### config.mk
export PLATFORM = sky130hd
export DESIGN_NAME = if_fetch_flat
export DESIGN_NICKNAME = d
export VERILOG_FILES = /design/src/rtl/if_fetch_pkg.sv /design/src/rtl/if_fetch_if.sv /design/src/rtl/if_fetch_fifo.sv /design/src/rtl/if_fetch.sv /design/src/flat_wrapper.sv
export SDC_FILE = /design/constraint.sdc
export NUM_CORES = 1
export LEC_CHECK = 0
export CAP_MARGIN = 5
export CORE_MARGIN = 4
export CORE_UTILIZATION = 40
export CTS_CLUSTER_DIAMETER = 200
export DETAILED_ROUTE_END_ITERATION = 16
export DONT_BUFFER_PORTS = 1
export HOLD_SLACK_MARGIN = 0.03
export MAX_ROUTING_LAYER = met4
export SLEW_MARGIN = 20
export SYNTH_ARGS = -nofsm -noshare
export SYNTH_HDL_FRONTEND = slang
export SYNTH_SLANG_ARGS = --single-unit
### constraint.sdc
create_clock -name clk -period 6.7 [get_ports clk]
set_input_delay 0.67 -clock clk [delete_from_list [all_inputs] [get_ports clk]]
set_output_delay 0.67 -clock clk [all_outputs]
set_load 0.02 [all_outputs]
### src/rtl/if_fetch_pkg.sv
// Shared widths, constants and helpers for the instruction fetch stage.
package if_fetch_pkg;

    localparam int INST_W = 32;
    localparam int ADDR_W = 32;

    localparam logic [INST_W-1:0] INST_NOP   = 32'h0000_0013;
    localparam logic [ADDR_W-1:0] ZERO_WORD  = 32'h0000_0000;
    localparam logic [ADDR_W-1:0] PC_INC     = 32'h0000_0004;
    localparam logic [ADDR_W-1:0] ALIGN_MASK = 32'hFFFF_FFFC;

    // Force a byte address onto a word boundary.
    function automatic logic [ADDR_W-1:0] word_align(input logic [ADDR_W-1:0] addr);
        return addr & ALIGN_MASK;
    endfunction

endpackage

### src/rtl/if_fetch_if.sv
// Instruction ROM read bus: req/gnt issue phase, in-order rvalid response phase.
interface if_fetch_if;
    import if_fetch_pkg::*;

    logic              rom_req_o;
    logic [ADDR_W-1:0] rom_addr_o;
    logic              rom_gnt_i;
    logic              rom_rvalid_i;
    logic [INST_W-1:0] rom_rdata_i;

    modport master (
        output rom_req_o,
        output rom_addr_o,
        input  rom_gnt_i,
        input  rom_rvalid_i,
        input  rom_rdata_i
    );

    modport slave (
        input  rom_req_o,
        input  rom_addr_o,
        output rom_gnt_i,
        output rom_rvalid_i,
        output rom_rdata_i
    );

endinterface

### src/rtl/if_fetch_fifo.sv
// Small synchronous FIFO with flush; head entry is a direct view of storage.
module if_fetch_fifo #(
    parameter  int DEPTH = 2,
    parameter  int WIDTH = 32,
    localparam int CW    = $clog2(DEPTH) + 1
) (
    input  logic             clk,
    input  logic             rst,
    input  logic             flush,
    input  logic             push,
    input  logic [WIDTH-1:0] push_data,
    input  logic             pop,
    output logic [CW-1:0]    count,
    output logic [WIDTH-1:0] head_data
);

    localparam int            AW       = $clog2(DEPTH);
    localparam logic [CW-1:0] FULL_CNT = CW'(DEPTH);
    localparam logic [CW-1:0] CNT_ONE  = CW'(1);
    localparam logic [AW-1:0] PTR_ONE  = AW'(1);

    logic [WIDTH-1:0] mem_r [DEPTH];
    logic [AW-1:0]    wr_ptr_r;
    logic [AW-1:0]    rd_ptr_r;
    logic [CW-1:0]    count_r;
    logic             push_ok_s;
    logic             pop_ok_s;

    // Qualify push/pop so the FIFO can never over- or under-run.
    always_comb begin
        pop_ok_s  = pop && (count_r != {CW{1'b0}});
        push_ok_s = push && ((count_r != FULL_CNT) || pop_ok_s);
        count     = count_r;
        head_data = mem_r[rd_ptr_r];
    end

    // Storage, pointers and occupancy; flush empties without touching storage.
    always_ff @(posedge clk) begin
        if (rst) begin
            wr_ptr_r <= {AW{1'b0}};
            rd_ptr_r <= {AW{1'b0}};
            count_r  <= {CW{1'b0}};
            for (int i = 0; i < DEPTH; i++) begin
                mem_r[i] <= {WIDTH{1'b0}};
            end
        end else if (flush) begin
            wr_ptr_r <= {AW{1'b0}};
            rd_ptr_r <= {AW{1'b0}};
            count_r  <= {CW{1'b0}};
        end else begin
            if (push_ok_s) begin
                mem_r[wr_ptr_r] <= push_data;
                wr_ptr_r        <= wr_ptr_r + PTR_ONE;
            end
            if (pop_ok_s) begin
                rd_ptr_r <= rd_ptr_r + PTR_ONE;
            end
            case ({push_ok_s, pop_ok_s})
                2'b10:   count_r <= count_r + CNT_ONE;
                2'b01:   count_r <= count_r - CNT_ONE;
                default: count_r <= count_r;
            endcase
        end
    end

endmodule

### src/rtl/if_fetch.sv
// Instruction fetch stage: PC ownership, credit-limited ROM reads, in-order
// instruction buffer, and redirect handling with discard of stale responses.
module if_fetch
    import if_fetch_pkg::*;
#(
    parameter logic [ADDR_W-1:0] RESET_PC   = 32'h0000_0000,
    parameter int                FIFO_DEPTH = 2
) (
    input  logic              clk,
    input  logic              rst,
    if_fetch_if.master        bus,
    input  logic              ex_jump_ena_i,
    input  logic [ADDR_W-1:0] ex_jump_addr_i,
    input  logic              hold_i,
    output logic              inst_valid_o,
    output logic [INST_W-1:0] inst_o,
    output logic [ADDR_W-1:0] inst_addr_o
);

    localparam int            CW      = $clog2(FIFO_DEPTH) + 1;
    localparam int            LW      = CW + 1;
    localparam int            EW      = ADDR_W + INST_W;
    localparam logic [LW-1:0] DEPTH_L = LW'(FIFO_DEPTH);
    localparam logic [CW-1:0] CNT_ONE = CW'(1);

    logic [ADDR_W-1:0] pc_r;
    logic [CW-1:0]     discard_r;
    logic [CW-1:0]     count_s;
    logic [CW-1:0]     outstanding_s;
    logic [ADDR_W-1:0] pend_addr_s;
    logic [EW-1:0]     head_s;
    logic [LW-1:0]     level_s;
    logic              pop_s;
    logic              resp_s;
    logic              keep_s;
    logic              credit_ok_s;
    logic              req_s;
    logic              issue_s;

    // Credit accounting: buffered + in-flight (including to-be-discarded) words
    // may never exceed the buffer depth, so a returning word always has a slot.
    always_comb begin
        pop_s       = (count_s != {CW{1'b0}}) && !hold_i;
        resp_s      = bus.rom_rvalid_i && (outstanding_s != {CW{1'b0}});
        keep_s      = resp_s && (discard_r == {CW{1'b0}}) && !ex_jump_ena_i;
        level_s     = LW'(count_s) + LW'(outstanding_s) - LW'(pop_s);
        credit_ok_s = level_s < DEPTH_L;
        req_s       = !rst && credit_ok_s && !ex_jump_ena_i;
        issue_s     = req_s && bus.rom_gnt_i;
    end

    // Bus request and head-of-buffer presentation; empty buffer shows a NOP.
    always_comb begin
        bus.rom_req_o  = req_s;
        bus.rom_addr_o = pc_r;
        if (count_s != {CW{1'b0}}) begin
            inst_valid_o = 1'b1;
            inst_o       = head_s[INST_W-1:0];
            inst_addr_o  = head_s[EW-1:INST_W];
        end else begin
            inst_valid_o = 1'b0;
            inst_o       = INST_NOP;
            inst_addr_o  = ZERO_WORD;
        end
    end

    // PC and discard counter; a redirect overrides issue and marks every
    // still-outstanding response (after this cycle's arrival) as stale.
    always_ff @(posedge clk) begin
        if (rst) begin
            pc_r      <= RESET_PC;
            discard_r <= {CW{1'b0}};
        end else if (ex_jump_ena_i) begin
            pc_r      <= word_align(ex_jump_addr_i);
            discard_r <= outstanding_s - CW'(resp_s);
        end else begin
            if (issue_s) begin
                pc_r <= pc_r + PC_INC;
            end
            if (resp_s && (discard_r != {CW{1'b0}})) begin
                discard_r <= discard_r - CNT_ONE;
            end
        end
    end

    // Addresses of issued reads, matched in order against returning data.
    if_fetch_fifo #(
        .DEPTH (FIFO_DEPTH),
        .WIDTH (ADDR_W)
    ) u_pend_fifo (
        .clk       (clk),
        .rst       (rst),
        .flush     (1'b0),
        .push      (issue_s),
        .push_data (pc_r),
        .pop       (resp_s),
        .count     (outstanding_s),
        .head_data (pend_addr_s)
    );

    // Fetched {addr, inst} pairs waiting for decode.
    if_fetch_fifo #(
        .DEPTH (FIFO_DEPTH),
        .WIDTH (EW)
    ) u_inst_fifo (
        .clk       (clk),
        .rst       (rst),
        .flush     (ex_jump_ena_i),
        .push      (keep_s),
        .push_data ({pend_addr_s, bus.rom_rdata_i}),
        .pop       (pop_s && !ex_jump_ena_i),
        .count     (count_s),
        .head_data (head_s)
    );

endmodule

### src/flat_wrapper.sv
// flat-port wrapper written by rule: the top's interface ports become plain ports
module if_fetch_flat import if_fetch_pkg::*;
#(
    parameter logic [ADDR_W-1:0] RESET_PC   = 32'h0000_0000,
    parameter int                FIFO_DEPTH = 2
)
  (clk, rst, ex_jump_ena_i, ex_jump_addr_i, hold_i, inst_valid_o, inst_o, inst_addr_o, bus_rom_req_o, bus_rom_addr_o, bus_rom_gnt_i, bus_rom_rvalid_i, bus_rom_rdata_i);
  if_fetch_if bus_i ();
  input  logic clk;
  input  logic rst;
  input  logic ex_jump_ena_i;
  input  logic [ADDR_W-1:0] ex_jump_addr_i;
  input  logic hold_i;
  output logic inst_valid_o;
  output logic [INST_W-1:0] inst_o;
  output logic [ADDR_W-1:0] inst_addr_o;
  output wire logic [$bits(bus_i.rom_req_o)-1:0] bus_rom_req_o;
  output wire logic [$bits(bus_i.rom_addr_o)-1:0] bus_rom_addr_o;
  input wire logic [$bits(bus_i.rom_gnt_i)-1:0] bus_rom_gnt_i;
  input wire logic [$bits(bus_i.rom_rvalid_i)-1:0] bus_rom_rvalid_i;
  input wire logic [$bits(bus_i.rom_rdata_i)-1:0] bus_rom_rdata_i;
  assign bus_rom_req_o = bus_i.rom_req_o;
  assign bus_rom_addr_o = bus_i.rom_addr_o;
  assign bus_i.rom_gnt_i = bus_rom_gnt_i;
  assign bus_i.rom_rvalid_i = bus_rom_rvalid_i;
  assign bus_i.rom_rdata_i = bus_rom_rdata_i;
  if_fetch #(.RESET_PC(RESET_PC), .FIFO_DEPTH(FIFO_DEPTH)) u_core (.clk(clk), .rst(rst), .bus(bus_i), .ex_jump_ena_i(ex_jump_ena_i), .ex_jump_addr_i(ex_jump_addr_i), .hold_i(hold_i), .inst_valid_o(inst_valid_o), .inst_o(inst_o), .inst_addr_o(inst_addr_o));
endmodule
# Word-level counts from Yosys, hierarchy flattened
# Memories as Yosys holds them, arrays and structs flattened. A register that Yosys moved wholly into a read port is not among the register bits.
# Cells that the tools add are included.
# word_totals
memories	2
word_cells	88
inputBits	70
register_bits	42
output_inout_bits	98
ram_bits	192
# mem_list
memory	depth	width	read_ports	rd_clocked_by_memory_dff	write_ports	line	rtl
u_core.u_inst_fifo.mem_r	2	64	1	1	2	if_fetch_fifo.sv:22	logic [WIDTH-1:0] mem_r [DEPTH];
u_core.u_pend_fifo.mem_r	2	32	1	1	2	if_fetch_fifo.sv:22	
# op_classes
n_reduce_logical	29
n_mux	28
eq_ne	6
n_lt_le_gt_ge	1
add_sub_neg	13
# ops
cell	n
2-to-1 mux 32 bit	5
2-to-1 mux 64 bit	1
OR reduction 64 bit	1
adder 32 x 3 -> 32 bit (second input constant)	1
OR reduction 32 bit	1
2-to-1 mux 1 bit	18
nonzero test 2 bit	7
logical AND 1 bit	13
case mux 2 bit (2 select lines)	2
subtractor 2 x 1 -> 2 bit (second input constant)	3
adder 1 bit (second input constant)	4
adder 2 x 1 -> 2 bit (second input constant)	2
== test 2 x 1 -> 1 bit (second input constant)	2
== test 2 bit (second input constant)	2
2-to-1 mux 2 bit	2
inequality test 2 bit (second input constant)	2
adder 2 x 2 -> 3 bit	1
zero test 1 bit	3
< comparator 3 x 2 -> 1 bit (second input constant)	1
subtractor 3 x 1 -> 3 bit	1
zero test 2 bit	1
logical OR 1 bit	2
OR reduction 2 bit	1
subtractor 2 x 1 -> 2 bit	1

# Longest topological paths before layout
# Gate-level depths: netlist of run 1.
# depth
word_depth	13
mapped_depth	12
depth_no_buf	10

# By module
# A second synthesis of run 1 with hierarchy kept.
# unflattened
cells_unflattened	903
area_unflattened_um2	11313.4
# modules_own_cells
module	area_per_inst_um2	n_inst	cells_per_inst	seq_area_each_um2
if_fetch_fifo at u_core.u_inst_fifo	5798.1	1	368	3943.8
if_fetch_fifo at u_core.u_pend_fifo	3026.7	1	196	2021.9
if_fetch	2488.6	1	339	640.6

# Worst setup path before layout of run 1
# OpenSTA, ideal clock, no wires.
# synth_path
kind	in2reg
startpoint	input bus_rom_rvalid_i
endpoint	memory u_core.u_inst_fifo.mem_r[0][0] (netlist name) (enable)
setup_time_ns	0.568
path_slack_ns	0.522
n_path_buf	0
path_stages	3
t_arrival_ns	5.610
required_time_ns	6.132
path_cell_list	o211ai_2 > a311o_1 > o21ai_0
# synth_rtl
item	line	rtl
start: declaration	flat_wrapper.sv:20	input wire logic [$bits(bus_i.rom_rvalid_i)-1:0] bus_rom_rvalid_i;
end: declaration	if_fetch_fifo.sv:22	

==> out/qor.yml, run 1 <==
sta:
  rsz0062_at_grt: "no"
  fin_crit_ns: 4.38
  drv_slew: 0
  hold_viol_final: 0
  tightest_slew_ns: 1.10
  worst_clock_skew_ns: 0.0109
  relSlewSlack_pct: 26.6
  fin_crit_sh_pct: 65.3
  clock.fmax_mhz: 228
  tns_ns: 0
  setup_viol: 0
  fin_ws_ns: 2.32
cts:
  clk_pin_slew_worst_paths_ns: 0.06
  post_cts_resized: 0
  insertion_delay_ns: 0.52
  clockRootBuffer: "clkbuf_16"
  post_cts_buffers: 0
  tritoncts: "yes"
  clock_sinks: 226
  numCtsBuffers: 26
  clockBufferDepth: 3
  ctsHoldBuffers: 0
  htree_levels: 1
placement:
  dp_slack_ns: 2.17
  gp_congestion: 0.768
  dpl.cell_count: 1163
  placed_cell_area_um2: 10600
  portBuffers: 0
  dp_hpwl_mm: 15.0
route:
  vias_per_cell: 5.38
  drt_iter0_drc: 350
  antenna_left: 0
  wl_per_cell_um: 19.6
  num_vias: 6521
  dr.pass1.iters: 5
  drc: 0
  drt_wl_total_mm: 23.7
pwr:
  vdd_drop_max_v: 0.000184
  clkPwrFrac_pct: 44.5
  finalPower_w: 0.00317
  p_leak_nw: 3.97
  swShare_pct: 22.3
  netSwitchingPower_w: 0.000707
  internal_power_w: 0.00247
  pwr-share-comb_pct: 4.0
  p_seq_share_pct: 51.5
  power_density_nw_per_um2: 276
final_layout:
  ff_latch_area_um2: 6370
  fillers: 2343
  layout-drive-gt1-share_pct: 7.71
  final_area_um2: 11500
  final_cells: 1212
  multiInputGateArea_um2: 3720
  area_delta_synth_final_pct: 10.6
  nets: 938
  antenna_cells: 0
floorplan:
  initial_core_util_pct: 41.0
  rows: 58
  num_io_pins: 168
  dieArea_um2: 28700
  die_h_um: 169
  coreArea_um2: 25400
  fp.dieW_um: 169
grt:
  grt_max_degree: 63
  grt_overflow: 0
  grt_pass1_wl_mm: 37.0
  gr-usage-met1_pct: 22.9
  grt_pass1_vias: 6380
  busiest_layer: "met2"
  grtUsageMet3_pct: 4.01
  grtUsageMet2_pct: 25.1
  antenna_found_initial: 0
  track_usage_pct: 16.6
logic_synthesis:
  syn_inst: 888
  synth_cell_types: 52
  synth-seq-cells: 226
  yosysWarnings: 0
  syn_area_per_cell_um2: 11.7
  synth_edf_count: 184
  synth_flop_cell: "edfxtp_1"
  syn-cell-area_um2: 10400
  yosysSeqAreaShare_pct: 61.2
  async_flop_share_pct: 0
setup_path:
  critPathRequiredTime_ns: 6.85
  worst-path-max-fanout: 42
  crit_arrival_ns: 4.52
  cp-start-kind: "register"
  criticalPathCategory: "reg2reg"
  end_kind: "register"
run_status:
  outcome: "finished clean"
hold_path:
  hp-class: "in2reg"
run:
  drv_cap: 0
==> registers in the layout, summed over array words and instances, names as in the netlist, named ones only <==
name                         flops
u_core.u_inst_fifo.mem_r       124
u_core.u_inst_fifo.rd_ptr_r      1
u_core.u_pend_fifo.wr_ptr_r      1
u_core.u_pend_fifo.count         2
u_core.u_inst_fifo.wr_ptr_r      1
u_core.u_inst_fifo.count         2
u_core.u_pend_fifo.mem_r        60
u_core.discard_r                 2
u_core.bus.rom_addr_o           30
u_core.u_pend_fifo.rd_ptr_r      1
==> routing by layer <==
layer	vias up	wire [µm]
met5	-	0
met4	0	433
met3	34	1880
met2	210	10900
met1	3168	10600
li1	3109	-
==> stage by stage <==
step	util [%]	hold WS, ns
after floorplan	-	0.436
after global placement	41.8	0.446
after detailed placement	41.8	0.458
after CTS	45.2	0.195
after global routing	45.3	0.200
final	45.3	0.227
==> placed cells by master, fill, tap and decap left out, types with 14 or more instances in the layout <==
cell type and count:
nand2_1 23, and2_1 100, a21oi_1 29, nand3_1 14
inv_1 14, mux2i_1 97, clkbuf_16 27, and3_1 43
dfxtp_1 41, o21ai_0 16, nor2_1 146, edfxtp_1 184
==> power by group through the flow <==
stage / logic [W] / registers [W] / clock network, W
detailed placement: 0.000128 / 0.00166 / 0
global placement: 0.000126 / 0.00166 / 0
global route: 0.000142 / 0.00164 / 0.00150
floorplan: 0.000108 / 0.00165 / 0
finish: 0.000126 / 0.00163 / 0.00141
CTS: 0.000128 / 0.00163 / 0.00144
==> synthesized netlist by cell type (2+ instances only) <==
cell type / n / area share [%]
or3_1: 2 / 0.12
and4_1: 5 / 0.42
nand2_1: 24 / 0.87
a311oi_1: 2 / 0.17
nor3_1: 10 / 0.48
nand3_2: 2 / 0.19
clkbuf_1: 28 / 1.0
buf_4: 5 / 0.36
xnor2_1: 7 / 0.59
and3_1: 43 / 2.6
clkbuf_2: 6 / 0.29
o311ai_0: 2 / 0.17
dfxtp_1: 42 / 8.1
a22oi_1: 2 / 0.14
and2_1: 100 / 6.0
mux2i_1: 97 / 9.3
a211oi_1: 4 / 0.29
or2_2: 2 / 0.12
nor2_1: 147 / 5.3
a31oi_1: 9 / 0.54
inv_1: 14 / 0.51
o21ai_0: 18 / 0.87
a32oi_1: 3 / 0.25
nor4_1: 6 / 0.36
ha_1: 5 / 0.60
nand3_1: 14 / 0.67
o211ai_1: 2 / 0.14
buf_2: 27 / 1.3
nand4_1: 8 / 0.48
xor2_1: 12 / 1.0
edfxtp_1: 184 / 53
a21oi_1: 29 / 1.4
nand2b_1: 2 / 0.12
o22ai_1: 7 / 0.42
==> cell families (layout without fill, tap and decap cells) <==
kind of cell	count (synthesis)	in the layout	share of synthesized area, %
simple gates	374	374	18.6
flops	226	226	61.2
mux	97	97	9.33
compound gates	85	85	5.00
buf+inv	80	71	3.46
xor+xnor	19	19	1.60
fa+ha+maj	6	6	0.794
other cells	1	4	0.0360
==> critical path: stages, from the launching register on <==
cell      delay [ns]
dfxtp_1         0.50
nor2_4          0.07
nor2_1          0.18
ha_1            0.26
nand2b_1        0.15
fa_1            0.38
xor2_1          0.37
nand2_2         0.55
a21oi_1         0.39
and3_1          0.19
buf_4           0.27
or2_2           0.65
==> final cells by class <==
class	instances	share of cell area, %
Sequential cell	226	55.4
Multi-Input combinational cell	585	32.3
Clock buffer	27	5.87
Tap cell	330	3.59
Clock inverter	21	1.62
Timing Repair Buffer	9	0.761
Inverter	14	0.457
==> final timing paths <==
| kind | startpoint | endpoint | slack (ns) | depth (start not counted) |
|---|---|---|---|---|
| max | u_core.u_inst_fifo.count[1]$_SDFFE_PP0P_ | u_core.u_pend_fifo.mem_r[1][14]$_SDFFCE_PN0P_ | 2.32 | 11 |
| min | ex_jump_ena_i | u_core.u_inst_fifo.count[1]$_SDFFE_PP0P_ | 0.23 | 1 |
| max reg2reg | u_core.u_inst_fifo.count[1]$_SDFFE_PP0P_ | u_core.u_pend_fifo.mem_r[1][14]$_SDFFCE_PN0P_ | 2.32 | 11 |
| min reg2reg | u_core.u_pend_fifo.wr_ptr_r$_SDFFE_PP0P_ | u_core.u_pend_fifo.wr_ptr_r$_SDFFE_PP0P_ | 0.46 | 2 |
No activity file was read; power rests on OpenSTA's default activity.
==> run 2, diff against run 1 <==
Clock period 6.7 ns to 3.6 ns, I/O delays scaled along.
==> run 2 against run 1 <==
Net effect: final cell count up 5.1%; via count increased by 3.9%; core utilization grew 2.1 points; die area stayed put; sequential share of layout area down 2.5 points; critical endpoint is now u_core.u_pend_fifo.mem_r[1][5]$_SDFFCE_PN0P_; largest power group unchanged.
==> out/qor.yml, run 2 (synthesized netlist as in run 1, its figures left out) <==
grt:
  grt_overflow: 0
  grt_pass1_vias: 6762
  grt_max_degree: 61
  antenna_found_initial: 0
  grt_pass1_wl_mm: 38.4
  track_usage_pct: 17.2
floorplan:
  coreArea_um2: 25400
  die_h_um: 169
  fp.dieW_um: 169
  dieArea_um2: 28700
  initial_core_util_pct: 41.0
  num_io_pins: 168
  rows: 58
sta:
  tightest_slew_ns: 0.883
  setup_viol: 0
  relSlewSlack_pct: 41.0
  fin_crit_ns: 3.21
  worst_clock_skew_ns: 0.0124
  fin_ws_ns: 0.393
  clock.fmax_mhz: 312
  fin_crit_sh_pct: 89.1
  drv_slew: 0
  rsz0062_at_grt: "no"
  hold_viol_final: 0
final_layout:
  area_delta_synth_final_pct: 15.8
  antenna_cells: 0
  final_area_um2: 12000
  layout_commonest_cell: "edfxtp_1"
  utilization_pct: 47.4
  largest_reg_flops: 124
  ff_latch_area_um2: 6370
  mostFrequentLayoutCells: "184 x edfxtp_1, 146 x nor2_1, 100 x and2_1"
  nets: 1003
  layout-drive-gt1-share_pct: 7.52
  multiInputGateArea_um2: 3720
  regMostFlops: "u_core.u_inst_fifo.mem_r"
  fillers: 2300
setup_path:
  criticalPathCategory: "reg2reg"
  worst-path-max-fanout: 22
  cp-start-kind: "register"
  critPathRequiredTime_ns: 3.82
  crit_arrival_ns: 3.42
  end_kind: "register"
pwr:
  p_leak_nw: 4.22
  vdd_drop_max_v: 0.000279
  netSwitchingPower_w: 0.00127
  finalPower_w: 0.00575
  pwr-share-comb_pct: 5.3
  p_seq_share_pct: 52.8
  clkPwrFrac_pct: 41.9
  power_density_nw_per_um2: 477
  swShare_pct: 22.1
  internal_power_w: 0.00448
cts:
  insertion_delay_ns: 0.52
  numCtsBuffers: 25
  clockBufferDepth: 3
  post_cts_resized: 0
  clk_pin_slew_worst_paths_ns: 0.06
  ctsHoldBuffers: 53
  clockRootBuffer: "clkbuf_16"
  post_cts_buffers: 0
  htree_levels: 1
  tritoncts: "yes"
  clock_sinks: 226
route:
  num_vias: 6776
  dr.pass1.iters: 5
  drt_wl_total_mm: 24.3
  wl_per_cell_um: 19.1
  drc: 0
  vias_per_cell: 5.32
  drt_iter0_drc: 481
  antenna_left: 0
hold_path:
  hp-class: "in2reg"
run_status:
  outcome: "finished clean"
run:
  drv_cap: 0
placement:
  gp_congestion: 0.801
  dp_hpwl_mm: 15.1
  portBuffers: 0
  placed_cell_area_um2: 10700
  dp_slack_ns: 0.406
run 2: cell types whose count changed in the layout (fill, tap and decap cells not counted), sizes merged:
cell         delta
dlygate4sd3    +52
bufinv          -1
buf            +14
clkbuf          +6
clkinvlp        -4
clkinv          -5
run 2: path summary, 6_finish.rpt:
path	startpoint	to	slack [ns]	cells past startpoint
worst min-delay path	ex_jump_addr_i[18]	u_core.bus.rom_addr_o[18]$_SDFFE_PP0P_	0.05	2
worst max-delay path	u_core.u_inst_fifo.count[0]$_SDFFE_PP0P_	u_core.u_pend_fifo.mem_r[1][5]$_SDFFCE_PN0P_	0.39	11
worst max register to register	u_core.u_inst_fifo.count[0]$_SDFFE_PP0P_	u_core.u_pend_fifo.mem_r[1][5]$_SDFFCE_PN0P_	0.39	11
worst min register to register	u_core.u_pend_fifo.wr_ptr_r$_SDFFE_PP0P_	u_core.u_pend_fifo.wr_ptr_r$_SDFFE_PP0P_	0.46	2
run 2: power groups by stage:
stage	Sequential, W	Combinational, W	Clock [W]
after global routing	0.00305	0.000341	0.00257
after CTS	0.00303	0.000312	0.00247
final	0.00303	0.000307	0.00241
after global placement	0.00308	0.000248	0
after floorplan	0.00307	0.000201	0
after detailed placement	0.00309	0.000251	0
run 2: per-layer routing:
layer  wire length (µm)  GRT usage [%]
met4                552           5.08
met3               1880           4.52
met2              11100           26.1
met1              10800           22.9
met5                  0              -
run 2: worst max-delay path: stages, from the launching register on:
cell and delay, ns:
dfxtp_1 0.45, nor2_4 0.05, nor2_1 0.18, ha_1 0.26, nand2b_1 0.16, fa_1 0.54, and4bb_2 0.31, nand2_2 0.07
a21oi_1 0.19, and3_1 0.20, or2_2 0.27, buf_12 0.21
run 2: final cells by class:
type,count,share of cell area (%)
inverter,14,0.436
sequential,226,52.9
timing repair buffer,75,6.07
clock buffer,33,5.44
tap,330,3.43
clock inverter,11,0.883
multi-input combinational,585,30.9
run 2: metrics by stage:
step / instances / hold slack, ns / TNS (ns)
6_report: 1274 / 0.0486 / 0
3_3_place_gp: 1177 / 0.437 / 0
4_1_cts: 1274 / 0.0302 / 0
3_5_place_dp: 1177 / 0.438 / 0
5_1_grt: 1274 / 0.0432 / 0
2_1_floorplan: 891 / 0.436 / -96.79
